<file path="src/rtl/tmds_link_sequencer.sv">
// tmds_link_sequencer
//  Brings the HDMI TMDS link up and down in order and is the only source of
//  serializer words for the three data channels and the clock channel.
//  Sequence: hot-plug debounce -> clock-only settle -> control preamble -> video.
//
//  Optional feature macro: TMDS_LINK_TEST_PATTERN_EN
//   Adds i_test_mode and parameter TEST_WORD; in ACTIVE with i_test_mode=1 the
//   three data words carry TEST_WORD and underflow is not flagged.
//
// Ports
//  i_pixclk      pixel clock, only clock
//  i_rst_n       asynchronous active-low reset
//  i_enable      link enable request (synchronous level)
//  i_hpd         hot-plug detect (asynchronous, synchronised inside)
//  i_*_word      TMDS-encoded words for channels 0..2
//  i_word_valid  encoder words valid this cycle
//  i_test_mode   (macro only) force TEST_WORD on data channels in ACTIVE
//  o_*_word      serializer words for data channels 0..2
//  o_clk_word    serializer word for the clock channel
//  o_oe          output buffer enable
//  o_link_up     high only in ACTIVE
//  o_underflow   sticky: invalid encoder word while ACTIVE
//  o_state       current state encoding

module tmds_link_sequencer #(
   parameter int unsigned HPD_DEBOUNCE  = 1024,
   parameter int unsigned CLK_SETTLE    = 256,
   parameter int unsigned CTRL_PREAMBLE = 64,
   parameter int unsigned CNT_W         = 16
`ifdef TMDS_LINK_TEST_PATTERN_EN
   ,
   parameter logic [9:0]  TEST_WORD     = 10'b1111100000
`endif
) (
   input  logic       i_pixclk,
   input  logic       i_rst_n,
   input  logic       i_enable,
   input  logic       i_hpd,
   input  logic [9:0] i_blue_word,
   input  logic [9:0] i_green_word,
   input  logic [9:0] i_red_word,
   input  logic       i_word_valid,
`ifdef TMDS_LINK_TEST_PATTERN_EN
   input  logic       i_test_mode,
`endif
   output logic [9:0] o_blue_word,
   output logic [9:0] o_green_word,
   output logic [9:0] o_red_word,
   output logic [9:0] o_clk_word,
   output logic       o_oe,
   output logic       o_link_up,
   output logic       o_underflow,
   output logic [2:0] o_state
);

   localparam logic [9:0] CTRL_00  = 10'b1101010100;
   localparam logic [9:0] CLK_PAT  = 10'b0000011111;
   localparam logic [9:0] CLK_IDLE = 10'b0000000000;

   localparam logic [2:0] ST_IDLE     = 3'd0;
   localparam logic [2:0] ST_DEBOUNCE = 3'd1;
   localparam logic [2:0] ST_SETTLE   = 3'd2;
   localparam logic [2:0] ST_PREAMBLE = 3'd3;
   localparam logic [2:0] ST_ACTIVE   = 3'd4;

   localparam logic [CNT_W-1:0] DEB_LAST = CNT_W'(HPD_DEBOUNCE - 1);
   localparam logic [CNT_W-1:0] SET_LAST = CNT_W'(CLK_SETTLE - 1);
   localparam logic [CNT_W-1:0] PRE_LAST = CNT_W'(CTRL_PREAMBLE - 1);

   logic             hpd_meta_q, hpd_s_q;
   logic [2:0]       state_q, state_d;
   logic [CNT_W-1:0] cnt_q, cnt_d;
   logic [9:0]       blue_q, blue_d;
   logic [9:0]       green_q, green_d;
   logic [9:0]       red_q, red_d;
   logic [9:0]       clk_word_q, clk_word_d;
   logic             oe_q, oe_d;
   logic             link_up_q, link_up_d;
   logic             underflow_q, underflow_d;
   logic             abort;
   logic             test_mode;

`ifdef TMDS_LINK_TEST_PATTERN_EN
   assign test_mode = i_test_mode;
`else
   assign test_mode = 1'b0;
`endif

   // Next state and phase counter. The counter is zero on every transition,
   // so each timed phase lasts exactly its parameter in cycles.
   always_comb begin
      state_d = state_q;
      cnt_d   = '0;
      abort   = !i_enable || !hpd_s_q;
      if (abort) begin
         state_d = ST_IDLE;
      end else begin
         case (state_q)
            ST_IDLE: state_d = ST_DEBOUNCE;
            ST_DEBOUNCE: begin
               if (cnt_q == DEB_LAST) state_d = ST_SETTLE;
               else                   cnt_d   = cnt_q + CNT_W'(1);
            end
            ST_SETTLE: begin
               if (cnt_q == SET_LAST) state_d = ST_PREAMBLE;
               else                   cnt_d   = cnt_q + CNT_W'(1);
            end
            ST_PREAMBLE: begin
               if (cnt_q == PRE_LAST) state_d = ST_ACTIVE;
               else                   cnt_d   = cnt_q + CNT_W'(1);
            end
            ST_ACTIVE: state_d = ST_ACTIVE;
            default:   state_d = ST_IDLE;
         endcase
      end
   end

   // Outputs are decoded from the next state so they change together with o_state.
   always_comb begin
      blue_d      = CTRL_00;
      green_d     = CTRL_00;
      red_d       = CTRL_00;
      clk_word_d  = CLK_IDLE;
      oe_d        = 1'b0;
      link_up_d   = 1'b0;
      underflow_d = underflow_q;
      if (state_d == ST_DEBOUNCE && state_q != ST_DEBOUNCE) underflow_d = 1'b0;
      case (state_d)
         ST_SETTLE, ST_PREAMBLE: begin
            oe_d       = 1'b1;
            clk_word_d = CLK_PAT;
         end
         ST_ACTIVE: begin
            oe_d       = 1'b1;
            link_up_d  = 1'b1;
            clk_word_d = CLK_PAT;
            if (test_mode) begin
`ifdef TMDS_LINK_TEST_PATTERN_EN
               blue_d  = TEST_WORD;
               green_d = TEST_WORD;
               red_d   = TEST_WORD;
`endif
            end else if (i_word_valid) begin
               blue_d  = i_blue_word;
               green_d = i_green_word;
               red_d   = i_red_word;
            end else if (state_q == ST_ACTIVE) begin
               // Only a starved cycle while already streaming counts as underflow.
               underflow_d = 1'b1;
            end
         end
         default: ;
      endcase
   end

   always_ff @(posedge i_pixclk or negedge i_rst_n) begin
      if (!i_rst_n) begin
         hpd_meta_q  <= 1'b0;
         hpd_s_q     <= 1'b0;
         state_q     <= ST_IDLE;
         cnt_q       <= '0;
         blue_q      <= CTRL_00;
         green_q     <= CTRL_00;
         red_q       <= CTRL_00;
         clk_word_q  <= CLK_IDLE;
         oe_q        <= 1'b0;
         link_up_q   <= 1'b0;
         underflow_q <= 1'b0;
      end else begin
         hpd_meta_q  <= i_hpd;
         hpd_s_q     <= hpd_meta_q;
         state_q     <= state_d;
         cnt_q       <= cnt_d;
         blue_q      <= blue_d;
         green_q     <= green_d;
         red_q       <= red_d;
         clk_word_q  <= clk_word_d;
         oe_q        <= oe_d;
         link_up_q   <= link_up_d;
         underflow_q <= underflow_d;
      end
   end

   assign o_blue_word  = blue_q;
   assign o_green_word = green_q;
   assign o_red_word   = red_q;
   assign o_clk_word   = clk_word_q;
   assign o_oe         = oe_q;
   assign o_link_up    = link_up_q;
   assign o_underflow  = underflow_q;
   assign o_state      = state_q;

endmodule

</file>
<file path="config.mk">
export PLATFORM = sky130hd
export DESIGN_NAME = tmds_link_sequencer
export DESIGN_NICKNAME = d
export VERILOG_FILES = /design/src/rtl/tmds_link_sequencer.sv
export SDC_FILE = /design/constraint.sdc
export NUM_CORES = 1
export LEC_CHECK = 0
export BUFFER_PORTS_ARGS = -buffer_cell sky130_fd_sc_hd__buf_2
export CAP_MARGIN = 20
export CORE_MARGIN = 2
export CORE_UTILIZATION = 30
export DETAILED_ROUTE_END_ITERATION = 12
export PLACE_DENSITY = 0.66
export SYNTH_ARGS = -nofsm -noshare
export SYNTH_HDL_FRONTEND = slang
export SYNTH_SLANG_ARGS = --single-unit
</file>
<file path="constraint.sdc">
create_clock -name i_pixclk -period 1.8 [get_ports i_pixclk]
set_input_delay 0.27 -clock i_pixclk [delete_from_list [all_inputs] [get_ports i_pixclk]]
set_output_delay 0.27 -clock i_pixclk [all_outputs]
set_load 0.005 [all_outputs]
</file>
Word level (Yosys, flattened, before mapping)
Index checks and enable logic that the tools add are counted.
- register bits after elaboration: 64
- bits of input ports: 35
- logic and storage cells: 53
- add/sub/neg operators: 1
- eq/ne operators: 12
- multiplexer cells: 23
- reductions and logical operators: 6
- operator list (operator ; number):
    16-bit 2-to-1 mux ; 4
    10-bit 2-to-1 mux ; 6
    16-bit one-hot mux with 3 select lines ; 1
    16-bit by 1-bit adder with 16-bit output, second input constant ; 1
    16-bit by 10-bit == test with 1-bit output, second input constant ; 1
    16-bit by 6-bit == test with 1-bit output, second input constant ; 1
    16-bit by 8-bit == test with 1-bit output, second input constant ; 1
    3-bit one-hot mux with 5 select lines ; 1
    3-bit by 2-bit == test with 1-bit output, second input constant ; 4
    3-bit 2-to-1 mux ; 4
    3-bit by 1-bit == test with 1-bit output, second input constant ; 2
    3-bit == test, second input constant ; 2
    1-bit 2-to-1 mux ; 6
    5-bit 2-to-1 mux ; 1
    3-bit zero test ; 1
    3-bit by 1-bit != test with 1-bit output, second input constant ; 1
    3-bit OR reduction ; 1
    1-bit zero test ; 2
    1-bit logical AND ; 1
    1-bit logical OR ; 1

Depth between registers and ports, before layout
- depth in word-level cells: 10
- depth in mapped cells: 7
- mapped depth without buffers: 5

Worst setup path before layout
No wires, ideal clock.
- path kind: reg-to-reg
- start point: reg cnt_q[0]
- end point: reg blue_q[2] (netlist: o_blue_word[2])
- setup time: 0.088 ns
- arrival: 1.638 ns
- data required time: 1.712 ns
- path slack: 0.074 ns
- stages on the path, launching flop included: 8
- buffers on the path: 2
- cells stage by stage: dfrtp_1 > ha_1 > and4_1 > buf_6 > and3_4 > a31oi_4 > buf_6 > or3_1
- longest elaborated chain between the ends: 6
- elaborated cells between the ends (all ways): 10
- classes of those cells: eq/ne: 4; mux: 6
- RTL lines (item ; line ; RTL):
    start, declared ; 72 ; logic [CNT_W-1:0] cnt_q, cnt_d;
    start signal, assigned ; 173 ; cnt_q <= cnt_d;
    16-bit by 6-bit == test with 1-bit output, or another cell as far along ; 109 ; if (cnt_q == PRE_LAST) state_d = ST_ACTIVE;
    3-bit 2-to-1 mux (on tied branches) ; 109, 101, 105 ;
    3-bit one-hot mux with 5 select lines * ; 98 ; case (state_q)
    3-bit 2-to-1 mux * ; 95 ; if (abort) begin
    3-bit == test * ; 128 ; case (state_d)
    10-bit 2-to-1 mux * ; 128 ;
    net blue_d[2] ; 73 ; logic [9:0] blue_q, blue_d;
    end signal, assigned ; 174 ; blue_q <= blue_d;
    end, declared ; 73 ;
The timed path passes the listed nets; every way through them passes the cells marked *.

Worst setup path in the final report
- start point: reg cnt_q[9]
- end point: reg cnt_q[1]
- longest elaborated chain between the ends: 4
- elaborated cells between the ends (all ways): 8
- classes of those cells: eq/ne: 3; mux: 5
- RTL lines (item ; line):
    16-bit by 6-bit == test with 1-bit output, or another cell as far along ; 109
    16-bit 2-to-1 mux (on tied branches) ; 109, 101, 105
    16-bit one-hot mux with 3 select lines * ; 98
    16-bit 2-to-1 mux * ; 95
    net cnt_d[1] ; 72
Marks and branches as above.

==> results.sh <==
export IMPL_outcome="finished, final reports clean"
export IMPL_cp_buffers_inverters=2
export IMPL_synthTopCellsByCount="39 x dfrtp_1, 18 x and3_1, 17 x a21oi_1"
export IMPL_cts_made_buffers=5
export IMPL_clk_pin_slew_worst_paths_ns=0.09
export IMPL_place_area_um2=2890
export IMPL_peakVddDrop_uv=312.6
export IMPL_hold_class="in -> reg"
export IMPL_required_ns=1.99
export IMPL_via_per_inst=4.703
export IMPL_synth_flop_cell="dfrtp_1"
export IMPL_arrival_ns=1.95
export IMPL_ys_seq_area_frac=0.5821
export IMPL_setup_violations=0
export IMPL_synth_cell_types=48
export IMPL_crit_path_top_delay_cell="dfrtp_1"
export IMPL_fmax_mhz=568.6
export IMPL_wl_met3_um=300
export IMPL_drt_initial_drc_count=66
export IMPL_dpl_worst_slack_ns=-0.01511
export IMPL_synth_top_cell_by_area="dfrtp_1"
export IMPL_whs_ns=0.06356
export IMPL_nFillCells=768
export IMPL_core_area_um2=7647
export IMPL_root_buffer="clkbuf_8"
export IMPL_clockBufferDepth=2
export IMPL_path_class="reg -> reg"
export IMPL_hold_violations=0
export IMPL_final_area_um2=3050
export IMPL_grt_pass1_wl_mm=8.038
export IMPL_drtAntennaViolNets=0
export IMPL_end_kind="flip-flop"
export IMPL_synth_seq_cells=54
export IMPL_layout_min_cycle_time_ns=1.759
export IMPL_clk_latency_ns=0.31
export IMPL_grt_max_degree=35
export IMPL_track_usage=0.1175
export IMPL_chipHeight_um=92.57
export IMPL_overflow=0
export IMPL_worst_slack_ns=0.04141
export IMPL_routedWlPerCell_um=12.85
export IMPL_die_area_um2=8569
export IMPL_antenna_found_initial=0
export IMPL_cellPowerDensity_nw_per_um2=678.6
export IMPL_io_buffers=75
export IMPL_drt_total_wl_mm=4.974
export IMPL_cts_tree="done"
export IMPL_avgSynthCellArea_um2=11.95
export IMPL_met2_length_mm=2.472
export IMPL_p_leak_nw=1.468
export IMPL_grt_pass1_vias=1745
export IMPL_synth_edf_count=0
export IMPL_routed_via_count=1820
export IMPL_start_util=0.3078
export IMPL_drive_gt1_frac=0.4807
export IMPL_postSynthCellCount=197
export IMPL_timing_final_crit_share=0.9770
export IMPL_area_growth_pct=29.61
export IMPL_cpLargestDelayFamily="compound AO/OA/AOI/OAI gates"
export IMPL_num_antenna_cells=0
export IMPL_netlist_top_cells_area="dfrtp_1 41%, dfstp_2 17%, and3_1 4.8%"
export IMPL_fin_nets=320
export IMPL_crit_chain="buf_4 > nor4bb_1 > a41oi_2 > a22oi_2 > buf_6 > a21boi_0"
export IMPL_synth_most_common_cell="dfrtp_1"
export IMPL_crit_fanout=13
export IMPL_cpPeakStageDelay_ns=0.40
export IMPL_dp_hpwl_mm=3.559
export IMPL_place_congestion=0.7736
export IMPL_yosysTopAreaCellShare=0.4147
export IMPL_finalMaxSlewViolations=0
export IMPL_cts_sinks=54
export IMPL_htreeDepth=2
export IMPL_cap_viol_max_count=0
export IMPL_drc=0
export IMPL_top_layer_used="met4"
export IMPL_synth_area_um2=2354
export IMPL_ys_warn_count=0
export IMPL_drtPass1Iterations=4
export IMPL_io_pins=81
export IMPL_worst_setup_path_start_kind="flip-flop"
export IMPL_met1Wirelength_mm=2.136
export IMPL_die_x_um=92.57
export IMPL_fin_skew_ns=0.007986
export IMPL_fp_row_count=32
export IMPL_synthArstFlopShare=1.000
[layout make-up]
type	count	area [um2]	area share
flip-flops and latches	54	1371	0.4495
multi-input cells	129	898.4	0.2945
repair buffers	94	549.3	0.1801
well taps	102	127.6	0.04184
clock buffers	6	93.84	0.03076
clock inverters	2	10.01	0.003281
[per-layer routing]
metal	up-vias	track usage
met5	-	0
met4	0	0.03731
met2	44	0.2050
met1	899	0.1343
li1	871	-
met3	6	0.04150
[through the flow]
| step | setup TNS (ns) | power, mW | util | instances |
|---|---|---|---|---|
| after global routing | -0.5555 | 2.185 | 0.3989 | 387 |
| final | 0 | 2.070 | 0.3989 | 387 |
| after detailed placement | -0.05739 | 1.349 | 0.3779 | 376 |
| after CTS | 0 | 2.102 | 0.3941 | 386 |
| after global placement | 0 | 1.348 | 0.3779 | 376 |
| after floorplan | 0 | 1.280 | - | 201 |
[flip-flops by register name, summed over array words and instances, names as in the netlist]
signal / cells
o_link_up: 1
hpd_s_q: 1
o_green_word: 10
o_blue_word: 10
cnt_q: 16
o_state: 3
o_red_word: 10
o_underflow: 1
o_clk_word: 1
hpd_meta_q: 1
[path summary, 6_finish.rpt]
kind	start	end	slack [ns]	cells past startpoint
setup / recovery	cnt_q[9]	cnt_q[1]	0.04	6
hold / removal	i_hpd	hpd_meta_q	0.06	1
setup reg to reg	cnt_q[9]	cnt_q[1]	0.04	6
hold reg to reg	hpd_meta_q	hpd_s_q	0.38	0
max in group asynchronous	i_rst_n	o_blue_word[4]	0.77	3
min in group asynchronous	i_rst_n	o_underflow	0.44	2
[cell usage in the layout (no fill, tap or decap), types with 2 or more instances in the layout]
cell      instances
nand4_1           7
clkbuf_8          5
and3_1           18
buf_2            75
a31oi_1           2
nor4_4            2
conb_1            5
nand2_1           8
dfstp_2          15
dfrtp_1          38
a22oi_1           2
clkinv_2          2
buf_4            15
or3_2             7
or3_1             9
xor2_1           11
nor3_1            3
buf_12            2
a21oi_1          17
nand3_1           4
nor2_1            5
[cell families (layout without fill, tap and decap cells)]
group,count (synthesis),after routing,synth area share
fa+ha+maj,1,1,0.005315
simple gates,78,78,0.2174
buf+inv,19,102,0.05688
flops,54,54,0.5821
other cells,1,5,0.001593
xor+xnor,12,12,0.04466
compound gates,32,33,0.09197
[power breakdown]
part | internal [mW] | total [mW] | switching (mW)
Sequential | 1.22 | 1.23 | 0.00450
Combinational | 0.0462 | 0.102 | 0.0554
Clock | 0.354 | 0.743 | 0.389
[repair_timing]
action                     4_1_cts  5_1_grt
resized for setup                2        5
pin swaps                        1        3
setup endpoints to repair        7       24
hold endpoints to repair         9        0
buffers inserted                 1        0
gates cloned                     0        1
hold buffers                     1        0
Power figures use the tool's default switching activity.
